## config.mk

```make
export PLATFORM = sky130hd
export DESIGN_NAME = decoder_4x16
export DESIGN_NICKNAME = d
export VERILOG_FILES = /design/src/rtl/decoder_4x16.sv
export SDC_FILE = /design/constraint.sdc
export NUM_CORES = 1
export LEC_CHECK = 0
export ABC_AREA = 0
export CAP_MARGIN = 20
export CELL_PAD_IN_SITES_DETAIL_PLACEMENT = 1
export CELL_PAD_IN_SITES_GLOBAL_PLACEMENT = 1
export CORE_ASPECT_RATIO = 0.7
export CORE_MARGIN = 10
export CORE_UTILIZATION = 24
export DETAILED_ROUTE_END_ITERATION = 10
export PLACE_DENSITY = 0.86
export REMOVE_ABC_BUFFERS = 1
export SYNTH_ARGS = -nofsm -noshare
export SYNTH_HDL_FRONTEND = slang
export SYNTH_SLANG_ARGS = --single-unit
```

## constraint.sdc

```tcl
create_clock -name clk -period 1.6 [get_ports clk]
set_clock_uncertainty 0.1 [all_clocks]
set_input_delay 0.32 -clock clk [delete_from_list [all_inputs] [get_ports clk]]
set_output_delay 0.32 -clock clk [all_outputs]
set_load 0.05 [all_outputs]
```

## src/rtl/decoder_4x16.sv

```systemverilog
// Enabled 4-to-16 one-hot decoder. It provides a combinational view (y_comb)
// and an optionally registered view (y) with a valid flag that tracks en.
module decoder_4x16 #(
  parameter int REG_OUT = 1
) (
  input  logic        clk,
  input  logic        rst_n,
  input  logic        en,
  input  logic [3:0]  i,
  output logic [15:0] y,
  output logic [15:0] y_comb,
  output logic        valid
);

  logic [15:0] y_d;
  logic [15:0] y_q;
  logic        valid_d;
  logic        valid_q;

  // A full case keeps an X index from producing a stray strobe.
  function automatic logic [15:0] decode(input logic [3:0] idx);
    logic [15:0] r;
    case (idx)
      4'h0:    r = 16'h0001;
      4'h1:    r = 16'h0002;
      4'h2:    r = 16'h0004;
      4'h3:    r = 16'h0008;
      4'h4:    r = 16'h0010;
      4'h5:    r = 16'h0020;
      4'h6:    r = 16'h0040;
      4'h7:    r = 16'h0080;
      4'h8:    r = 16'h0100;
      4'h9:    r = 16'h0200;
      4'hA:    r = 16'h0400;
      4'hB:    r = 16'h0800;
      4'hC:    r = 16'h1000;
      4'hD:    r = 16'h2000;
      4'hE:    r = 16'h4000;
      4'hF:    r = 16'h8000;
      default: r = 16'h0000;
    endcase
    return r;
  endfunction

  always_comb begin
    y_comb  = en ? decode(i) : 16'h0000;
    y_d     = y_comb;
    valid_d = en;
  end

  // Output register stage: reset overrides enable.
  always_ff @(posedge clk) begin
    if (!rst_n) begin
      y_q     <= 16'h0000;
      valid_q <= 1'b0;
    end else begin
      y_q     <= y_d;
      valid_q <= valid_d;
    end
  end

  generate
    if (REG_OUT != 0) begin : g_reg
      assign y     = y_q;
      assign valid = valid_q;
    end else begin : g_direct
      assign y     = y_comb;
      assign valid = en;
    end
  endgenerate

endmodule

```

==> summary.txt <==
Status
  – Result of the run: complete, but fails checks
  – Violated checks: setup timing

STA
  – Crit path time final: 1619 ps
  – Final max-slew violation count: 0
  – Setup repair after global routing missed its margin: true
  – Worst Tran Pin Value: 257.3 ps
  – Final clock period utilization by the worst path: 101.2%
  – Final hold vios: 0
  – Maximum clock frequency: 617.8 MHz
  – Worst Slack Setup Final: -18.55 ps
  – Setup TNS: -35.93 ps
  – Final setup fails: 2
  – Worst Hold Slack: 286.9 ps
  – Worst slew margin relative to its limit: 82.76%

GRT
  – Maximum number of pins on one net before global-route repair: 11
  – GRT Util Overall: 16.35%
  – Routing usage on met1: 16.96%
  – Global-route layer with the greatest usage: met2
  – Global route overflow: 0
  – GRT met2 Usage: 30.14%
  – Met3 routing resource usage after global routing: 5.752%
  – Initial antenna violation count: 0
  – Number of global-route vias before repair: 837
  – Global-route wire length before repair: 5644 um

Cells and area
  – Layout Utilization: 72.85%
  – Final Instance Area: 1608 um2
  – Proportion of layout cells with a drive suffix above 1: 64.96%
  – Diode count: 0
  – Layout Nets: 125
  – Relative area change from synthesis to final layout: 180.0%

Floorplanning
  – Chip width: 78.47 um
  – Std cell rows: 14
  – Core area: 2207 um2
  – Num ports: 40
  – Die ar.: 4780 um2
  – Vertical die dimension: 60.93 um
  – Starting density of the core: 26.02%

Placement
  – Count of input and output buffers: 39
  – Post-detailed-placement half-perimeter wirelength: 2226 um
  – Placed Instance Area: 1384 um2
  – Placer Congestion: 0.7004

Logic synthesis
  – Flops & latches, synth: 17
  – Top-count cell post-synth: nor2_1
  – Share of synthesized registers carrying an async set or reset: 0%
  – Ys Warns: 0
  – Cell taking the most area after synthesis: dfxtp_1
  – Post-synth cell types: 14
  – Most used DFF post-synth: dfxtp_1
  – Synthesized area per cell: 8.702 um2
  – Proportion of netlist area held by the largest area contributor: 59.26%
  – Proportion of synthesized chip area in sequential cells: 59.26%
  – Synthesized netlist cell count: 66
  – Number of synthesized flops with an enable pin: 0
  – Post-synth top cells: nor2_1 (32), dfxtp_1 (17), clkbuf_1 (3)
  – Largest cells by area after synthesis: dfxtp_1 (59%), nor2_1 (21%), nand4b_1 (3.1%)
  – Area of the mapped netlist: 574.3 um2

Power
  – Static leakage power: 0.6053 nW
  – Total power draw: 0.0009046 W
  – Maximum vdd ir drop: 0.2236 mV
  – Cell Pwr Density: 562.7 nW/um2

Setup path
  – Family of cells with the greatest summed delay on the critical path: simple AND/OR/NAND/NOR gates
  – Required time of the critical path: 1180 ps
  – CP cell instances: buf_8 -> or3b_4 -> nor2_4 -> buf_12
  – Number of buffer and inverter stages on the critical path: 2
  – Type of origin of the critical path: input port
  – Slowest cell on crit path: or3b_4
  – Critical path endpoint category: output port
  – Category of the most critical setup path: input port to output port
  – Worst-path maximum fanout: 4
  – Data arrival at the endpoint of the critical path: 1200 ps
  – Critical Path Max Stage Delay: 470 ps
  – Count of cell instances traversed by the critical path: 4

Clocking
  – Total clock sinks: 17
  – Clock tree from TritonCTS: done
  – Hold buffers post-CTS: 0
  – Clock Tree Root: clkbuf_4
  – Clock-pin transition on the worst setup and hold timing paths: 110 ps
  – Deepest level of the CTS H-tree: 1
  – Clock buffers created by TritonCTS: 3
  – Clk buf depth: 2

Drt
  – Drt first pass iters: 4
  – Remaining number of nets flagged by the antenna check after routing: 0
  – Average wire per cell in the routed design: 24.15 um
  – Total vias in the final route: 712
  – Residual DRC count: 0
  – Initial detailed-routing violation count: 65
  – Number of vias per cell after detailed routing: 4.779
  – Aggregate routed wire length: 3598 um

Hold path
  – Min-Delay Path Depth: 3
  – Type of the worst min-delay path: input port to flop

Run
  – Max capacitance violation total: 0
[layer usage]
metal / part of all wire [%] / wire, um / vias to the layer above
met4: 3.7 / 132 / 0
met2: 52 / 1875 / 42
met1: 35 / 1274 / 343
met5: 0 / 0 / -
met3: 8.7 / 314 / 11
li1: - / - / 316
[state kept, by name, summed over array words and instances, names as in the netlist]
name   cells
valid      1
y         16
[stage by stage]
stage | instances | worst slack (ps)
after global placement | 142 | -359.9
after CTS | 149 | 0.6983
final | 149 | -18.55
after detailed placement | 142 | -457.1
after floorplan | 62 | -207.6
after global routing | 149 | -33.24
[final timing paths]
| kind | start | to | slack (ps) |
|---|---|---|---|
| min | en | valid | 290 |
| max | i[1] | y_comb[9] | -20 |
[cells in the final DEF (no fill, tap or decap), drive strengths merged]
cell           netlist  final
nand2                1      1
nand4bb              1      1
clkinv               0      1
clkbuf               3      4
or2                  1      1
and2                 1      1
nand3b               2      2
nand2b               2      2
or3b                 1      1
clkdlybuf4s50        0      1
dfxtp               17     17
nand4                1      1
buf                  1     49
nand3                1      1
nand4b               2      2
nor2                32     32
[report_power, final]
part / internal, W / switching, W
clock network: 0.0000932 / 0.000149
logic: 0.000100 / 0.000129
registers: 0.000428 / 0.00000473
[cell type report]
cell class	count	area, um2
Sequential cell	17	340.3
Timing Repair Buffer	51	830.8
Multi-Input combinational cell	45	369.1
Tap cell	32	40.04
Clock inverter	1	5.005
Clock buffer	3	22.52
Fill cell	194	599.3
[what timing repair did]
| action | in CTS | in global routing |
|---|---|---|
| endpoints found under the setup margin | 16 | 12 |
| pin swaps | 12 | 5 |
| setup buffers | 3 | 0 |
| endpoints found under the hold margin | 0 | 0 |
| gates resized for setup | 66 | 4 |
[kinds of logic after synthesis]
group,synth area share [%]
buf+inv,3.268
simple gates,37.47
flops,59.26
[tightest hold or removal path: cells and delay by family]
family / cells / cell delay (ps)
buffers and inverters: 2 / 200
and+or+nand+nor: 1 / 140
No activity file was read; power rests on OpenSTA's default activity.
